`src/rtl/uart_rx_buffered.sv`:
```
// uart_rx_buffered
// 8N1 UART receiver with a one-byte holding register and RTS flow control.
// It feeds a register front-end: rxdata/rxrecv form the data/status read
// path, and data_read is that front-end's level "data register being read"
// indication.
//
// Ports
//   clk        in   1  system clock, all logic on posedge
//   rst        in   1  synchronous reset, active-high
//   rx         in   1  asynchronous serial line, idle high
//   data_read  in   1  level: holding byte is being read (may last many clocks)
//   rxdata     out  8  holding register, last received byte
//   rxrecv     out  1  holding register full
//   frame_err  out  1  sticky: a stop bit was sampled low
//   overrun    out  1  sticky: a byte was dropped because holding was full
//   rts        out  1  1 = remote must pause (holding full or in reset)
//   dbg_state  out  2  receive FSM state (0 idle, 1 start, 2 data, 3 stop)
//
// Read handshake: rxrecv acts as "valid" for rxdata. The reader holds
// data_read high for as long as it likes; rxdata never changes because of
// the read itself. The byte is consumed on the falling edge of data_read,
// which clears rxrecv together with the sticky error flags. A byte that
// completes while rxrecv is still set is dropped and flagged as overrun.

module uart_rx_buffered #(
    parameter int CLK = 28000000,
    parameter int BPS = 115200
) (
    input  logic       clk,
    input  logic       rst,
    input  logic       rx,
    input  logic       data_read,
    output logic [7:0] rxdata,
    output logic       rxrecv,
    output logic       frame_err,
    output logic       overrun,
    output logic       rts,
    output logic [1:0] dbg_state
);

    localparam int DIV  = CLK / BPS;
    localparam int HALF = DIV / 2;
    localparam int CW   = $clog2(DIV);

    localparam logic [CW-1:0] DIV_M1  = CW'(DIV - 1);
    localparam logic [CW-1:0] HALF_M1 = CW'(HALF - 1);

    typedef enum logic [1:0] {
        S_IDLE  = 2'd0,
        S_START = 2'd1,
        S_DATA  = 2'd2,
        S_STOP  = 2'd3
    } state_t;

    state_t        state_q, state_d;
    logic [CW-1:0] cnt_q, cnt_d;
    logic [2:0]    bitcnt_q, bitcnt_d;
    logic [7:0]    shreg_q, shreg_d;
    logic [1:0]    rx_sync_q;
    logic [1:0]    fill_q;
    logic          armed_q, armed_d;
    logic          dr_q;
    logic [7:0]    rxdata_q, rxdata_d;
    logic          rxrecv_q, rxrecv_d;
    logic          frame_err_q, frame_err_d;
    logic          overrun_q, overrun_d;
    logic          rts_q;

    logic rx_s;
    logic deliver;
    logic stop_bad;
    logic consume;

    assign rx_s    = rx_sync_q[1];
    assign consume = dr_q & ~data_read;

    always_comb begin
        state_d     = state_q;
        cnt_d       = cnt_q;
        bitcnt_d    = bitcnt_q;
        shreg_d     = shreg_q;
        armed_d     = armed_q;
        rxdata_d    = rxdata_q;
        rxrecv_d    = rxrecv_q;
        frame_err_d = frame_err_q;
        overrun_d   = overrun_q;
        deliver     = 1'b0;
        stop_bad    = 1'b0;

        case (state_q)
            S_IDLE: begin
                if (armed_q && !rx_s) begin
                    state_d = S_START;
                    cnt_d   = '0;
                end
            end
            S_START: begin
                if (cnt_q == HALF_M1) begin
                    cnt_d = '0;
                    if (!rx_s) begin
                        state_d  = S_DATA;
                        bitcnt_d = 3'd0;
                    end else begin
                        // Line returned high before mid start bit: glitch.
                        state_d = S_IDLE;
                    end
                end else begin
                    cnt_d = cnt_q + CW'(1);
                end
            end
            S_DATA: begin
                if (cnt_q == DIV_M1) begin
                    cnt_d   = '0;
                    // LSB arrives first, so shift in at the top.
                    shreg_d = {rx_s, shreg_q[7:1]};
                    if (bitcnt_q == 3'd7) begin
                        state_d = S_STOP;
                    end else begin
                        bitcnt_d = bitcnt_q + 3'd1;
                    end
                end else begin
                    cnt_d = cnt_q + CW'(1);
                end
            end
            S_STOP: begin
                if (cnt_q == DIV_M1) begin
                    cnt_d   = '0;
                    state_d = S_IDLE;
                    if (rx_s) begin
                        deliver = 1'b1;
                    end else begin
                        stop_bad = 1'b1;
                    end
                end else begin
                    cnt_d = cnt_q + CW'(1);
                end
            end
            default: state_d = S_IDLE;
        endcase

        // Re-arm only once the synchroniser carries real line data; its
        // reset value of 1 would otherwise arm on a line that is held low
        // through reset and let a mid-frame low look like a start bit.
        if (stop_bad) begin
            armed_d = 1'b0;
        end else if (rx_s && fill_q[1]) begin
            armed_d = 1'b1;
        end

        // Consume is applied before a same-cycle load, so a byte that lands
        // exactly as the previous one is consumed is kept, not overrun.
        if (consume) begin
            rxrecv_d    = 1'b0;
            frame_err_d = 1'b0;
            overrun_d   = 1'b0;
        end
        if (deliver) begin
            if (!rxrecv_d) begin
                rxdata_d = shreg_q;
                rxrecv_d = 1'b1;
            end else begin
                overrun_d = 1'b1;
            end
        end
        if (stop_bad) begin
            frame_err_d = 1'b1;
        end
    end

    always_ff @(posedge clk) begin
        if (rst) begin
            state_q     <= S_IDLE;
            cnt_q       <= '0;
            bitcnt_q    <= 3'd0;
            shreg_q     <= 8'd0;
            rx_sync_q   <= 2'b11;
            fill_q      <= 2'b00;
            armed_q     <= 1'b0;
            dr_q        <= 1'b0;
            rxdata_q    <= 8'd0;
            rxrecv_q    <= 1'b0;
            frame_err_q <= 1'b0;
            overrun_q   <= 1'b0;
            rts_q       <= 1'b1;
        end else begin
            state_q     <= state_d;
            cnt_q       <= cnt_d;
            bitcnt_q    <= bitcnt_d;
            shreg_q     <= shreg_d;
            rx_sync_q   <= {rx_sync_q[0], rx};
            fill_q      <= {fill_q[0], 1'b1};
            armed_q     <= armed_d;
            dr_q        <= data_read;
            rxdata_q    <= rxdata_d;
            rxrecv_q    <= rxrecv_d;
            frame_err_q <= frame_err_d;
            overrun_q   <= overrun_d;
            rts_q       <= rxrecv_q;
        end
    end

    assign rxdata    = rxdata_q;
    assign rxrecv    = rxrecv_q;
    assign frame_err = frame_err_q;
    assign overrun   = overrun_q;
    assign rts       = rts_q;
    assign dbg_state = state_q;

endmodule
```
`config.mk`:
```
export PLATFORM = sky130hd
export DESIGN_NAME = uart_rx_buffered
export DESIGN_NICKNAME = d
export VERILOG_FILES = /design/src/rtl/uart_rx_buffered.sv
export SDC_FILE = /design/constraint.sdc
export NUM_CORES = 1
export LEC_CHECK = 0
export ABC_AREA = 1
export BUFFER_PORTS_ARGS = -buffer_cell sky130_fd_sc_hd__buf_4
export CORE_MARGIN = 2
export CORE_UTILIZATION = 61
export CTS_CLUSTER_DIAMETER = 40
export DETAILED_ROUTE_END_ITERATION = 10
export GPL_ROUTABILITY_DRIVEN = 0
export PLACE_DENSITY = 0.93
export SYNTH_ARGS = -nofsm -noshare
export SYNTH_HDL_FRONTEND = slang
export SYNTH_SLANG_ARGS = --single-unit
export TNS_END_PERCENT = 20
```
`constraint.sdc`:
```
create_clock -name clk -period 3.5 [get_ports clk]
set_input_delay 0.35 -clock clk [delete_from_list [all_inputs] [get_ports clk]]
set_output_delay 0.35 -clock clk [all_outputs]
set_load 0.01 [all_outputs]
```
==> results.txt <==
----------------------------------------------------
[Status]
  Outcome ... finished clean

[Routing]
  Antenna Nets Post-Route ... 0
  Number of violations reported at the end of detailed-routing iteration 0 ... 44
  Detailed-route via count ... ~1500
  Routed length per instance ... between 10 and 15 µm
  DRT Wirelength ... 3000 µm
  Drt first pass iters ... 4
  Post-DR vias/cell ... 5.15
  Residual DRC ... 0

[Final layout]
  Fill cell count ... 242
  Most frequent cells in the layout ... sky130_fd_sc_hd__nand2_1, sky130_fd_sc_hd__dfxtp_1, sky130_fd_sc_hd__inv_1, sky130_fd_sc_hd__nor2_1, sky130_fd_sc_hd__a21oi_1
  Antenna Cells ... 0
  Final nets ... 260
  Leading cell type in the layout, fill and taps excluded ... sky130_fd_sc_hd__nand2_1
  Fraction of layout instances using a drive strength above 1 ... 0.163
  Final cell area excluding filler cells ... around 1900 µm²
  Non-filler cells, final ... approximately 280
  Layout overhead on the synthesized area ... 11.7%

[Floorplanning]
  Std cell rows ... 19
  Area of the core region ... about 2700 µm²
  Initial Util ... 0.630
  Vert. Die Dim ... 56.9 µm
  I/O pin count ... 18
  Die footprint ... 3240 µm²
  Die X ... ~57 µm

[Place]
  DP HPWL ... ~2200 µm
  Standard cell area after detailed placement ... roughly 1900 µm²
  Port-buffer cells ... 17
  Placed Instances ... 275

[Timing]
  Final critical path time including I/O delays and setup ... 1.61 ns
  RSZ-0062 raised after global routing ... false
  Worst-case clock skew ... 0.0193 ns
  Setup TNS Final ... 0 ns
  Final slew viol count ... 0
  Max Fclk ... just over 600 MHz
  Final setup vio count ... 0
  Slew margin rel. ... 0.714
  Period utilization ... 0.461
  Transition time of the tightest slew-check pin ... between 0.4 and 0.5 ns
  Number of hold violations in the final report ... 0

[Critical path]
  Endpoint arrival time on the critical path ... 1.88 ns
  Timing startpoint of the critical path ... cnt_q[0]
  Biggest fanout along the worst timing path ... 11
  Critical path class ... reg -> reg
  Critical-path top delay cell ... sky130_fd_sc_hd__dfxtp_1
  Critical Path Max Stage Delay ... 0.40 ns
  Worst path cell trace ... inv_1, ha_1, nand2_1, nor2_2, nand2_2, inv_2, o21ai_4, nand3_1, a21oi_1
  Reg-to-reg startpoint ... cnt_q[0]
  Reg-to-Reg End ... cnt_q[7]
  R2R setup slack ... 1.89 ns
  Worst setup EP type ... flop
  Depth of the most critical reg-to-reg path ... 9
  Endpoint required time on the critical path ... roughly 3.8 ns
  Element type at the critical path start ... flop

[Pwr]
  Maximum ir drop on the vdd rail ... ~380 µV
  Leakage power figure ... about 0.80 nW
  Clock share of power ... 0.300
  Flop pwr share ... 0.613
  Share of power burned in combinational logic ... 0.086
  Cell area power density ... between 300 and 400 nW/µm²
  Net Sw Power ... 0.201 mW
  Switching share of power ... 0.267
  Internal power of the cells ... 0.553 mW
  Total design power ... between 0.7 and 0.8 mW

[Hold path]
  Worst Hold Depth ... 2
  Sink of the worst hold path ... rx_sync_q[0]
  Hold wc startpoint ... rx
  Worst hold path type ... in -> reg

[GRT]
  Number of global-route vias before repair ... around 1300
  GR met2 Demand/Resource ... 0.342
  Wire length of the first global-routing pass ... about 5300 µm
  Number of antenna violations at the first check in global routing ... 0
  GR Overflow Total ... 0
  Largest net degree at the start of global routing ... 25
  Most used routing layer in global routing ... met2
  Global-route met1 utilization ... 0.262
  GR Util met3 ... 0.0484
  Total GRT Usage ... 0.208

[Logic synthesis]
  Average footprint of a synthesized cell ... between 7 and 8 µm²
  Netlist cell types ... 26
  Synthesized net count ... 241
  Syn Std Cell Area ... ~1700 µm²
  Mapped Cells ... 232
  Post-synthesis sequential element count ... 39
  Yosys warning total ... 0
  Portion of the post-synthesis area used by sequential elements ... 0.457

[CTS]
  Clock slew seen by the registers of the worst setup and hold paths ... roughly 0.10 ns
  Root buf cell ... sky130_fd_sc_hd__clkbuf_4
  Post-CTS Setup Bufs ... 0
  TritonCTS clock tree ... built
  Cts bufs inserted ... 5
  Later-pin clock latency in the skew report ... around 0.35 ns
  Largest buffer count on any clock path ... 2
  Clock Sinks ... 39
  CTS H-Tree Depth ... 2
  Hold_buf cts ... 0
  Total of cells resized after clock tree synthesis ... 0

[Run]
  Number of max-capacitance violations reported ... 0

----------------------------------------------------
per-layer routing:
layer,share of wire,vias to the layer above
li1,-,772
met1,0.47,646
met2,0.47,33
met3,0.040,6
met4,0.019,0
met5,0,-
cell usage after synthesis:
master	number	area share
sky130_fd_sc_hd__nand2_2	4	0.015
sky130_fd_sc_hd__ha_1	5	0.037
sky130_fd_sc_hd__nor2_1	29	0.064
sky130_fd_sc_hd__buf_4	1	0.0044
sky130_fd_sc_hd__a21oi_1	20	0.059
sky130_fd_sc_hd__o21ai_0	18	0.053
sky130_fd_sc_hd__or2_2	2	0.0073
sky130_fd_sc_hd__nor3_4	1	0.0095
sky130_fd_sc_hd__nand3b_1	2	0.0088
sky130_fd_sc_hd__nor3_1	1	0.0029
sky130_fd_sc_hd__dfxtp_1	39	0.46
sky130_fd_sc_hd__or2_1	1	0.0037
sky130_fd_sc_hd__inv_1	29	0.064
sky130_fd_sc_hd__clkinv_4	1	0.0051
sky130_fd_sc_hd__nor2_2	1	0.0037
sky130_fd_sc_hd__o21ai_1	1	0.0029
sky130_fd_sc_hd__o21a_1	1	0.0044
sky130_fd_sc_hd__inv_2	4	0.0088
sky130_fd_sc_hd__a21o_1	1	0.0044
sky130_fd_sc_hd__nor2_4	2	0.013
sky130_fd_sc_hd__clkbuf_1	3	0.0066
sky130_fd_sc_hd__buf_2	1	0.0029
sky130_fd_sc_hd__nand2_1	46	0.10
sky130_fd_sc_hd__nand3_1	17	0.050
sky130_fd_sc_hd__o21ai_4	1	0.0095
sky130_fd_sc_hd__nand4_1	1	0.0037
worst max-delay path by stage:
stage | end | cells past startpoint
detailed placement | cnt_q[7] | 9
global placement | cnt_q[2] | 10
global route | cnt_q[1] | 11
CTS | cnt_q[7] | 9
floorplan | bitcnt_q[0] | 11
finish | cnt_q[7] | 9
critical path: cells and delay by family (launching register included):
kind / cells / cell delay (ns)
compound gates: 2 / 0.39
fa+ha+maj: 1 / 0.20
simple gates: 4 / 0.35
flops: 1 / 0.40
buf+inv: 2 / 0.20
power by group through the flow:
stage / logic (mW) / clock network (mW) / registers (mW)
6_report: 0.0651 / 0.226 / 0.462
5_1_grt: 0.0751 / 0.245 / 0.464
4_1_cts: 0.0650 / 0.231 / 0.462
3_5_place_dp: 0.0648 / 0 / 0.472
3_3_place_gp: 0.0632 / 0 / 0.472
2_1_floorplan: 0.0458 / 0 / 0.472
flip-flops by register name, indices dropped and copies added, names as in the netlist, 2 cells and up, named ones only:
name and cells:
cnt_q 8, rxdata 8, shreg_q 8, bitcnt_q 3
fill_q 2, rx_sync_q 2
cell type report:
| type | instances | area (µm²) | share of cell area |
|---|---|---|---|
| clock inverters | 3 | 20.0 | 0.0105 |
| multi-input cells | 154 | 771 | 0.404 |
| flip-flops and latches | 39 | 781 | 0.409 |
| clock buffers | 5 | 37.5 | 0.0197 |
| well taps | 31 | 38.8 | 0.0203 |
| inverters | 34 | 133 | 0.0695 |
| repair buffers | 17 | 128 | 0.0669 |
logic make-up (layout without fill, tap and decap cells):
group / Yosys count / count (layout) / synth area share
AOI/OAI and AO/OA: 42 / 42 / 0.133
adders and majority gates: 5 / 5 / 0.0366
buffers and inverters: 39 / 59 / 0.0916
DFF: 39 / 39 / 0.457
and+or+nand+nor: 107 / 107 / 0.282
metrics by stage:
stage                     hold slack [ns]   util  worst slack [ns]
after floorplan                     0.388      -              2.10
after global placement              0.393  0.683              1.99
after detailed placement            0.395  0.683              1.92
after CTS                           0.179  0.704              1.89
after global routing                0.183  0.704              1.74
final                               0.192  0.704              1.89
(Power assumes the default switching activity.)
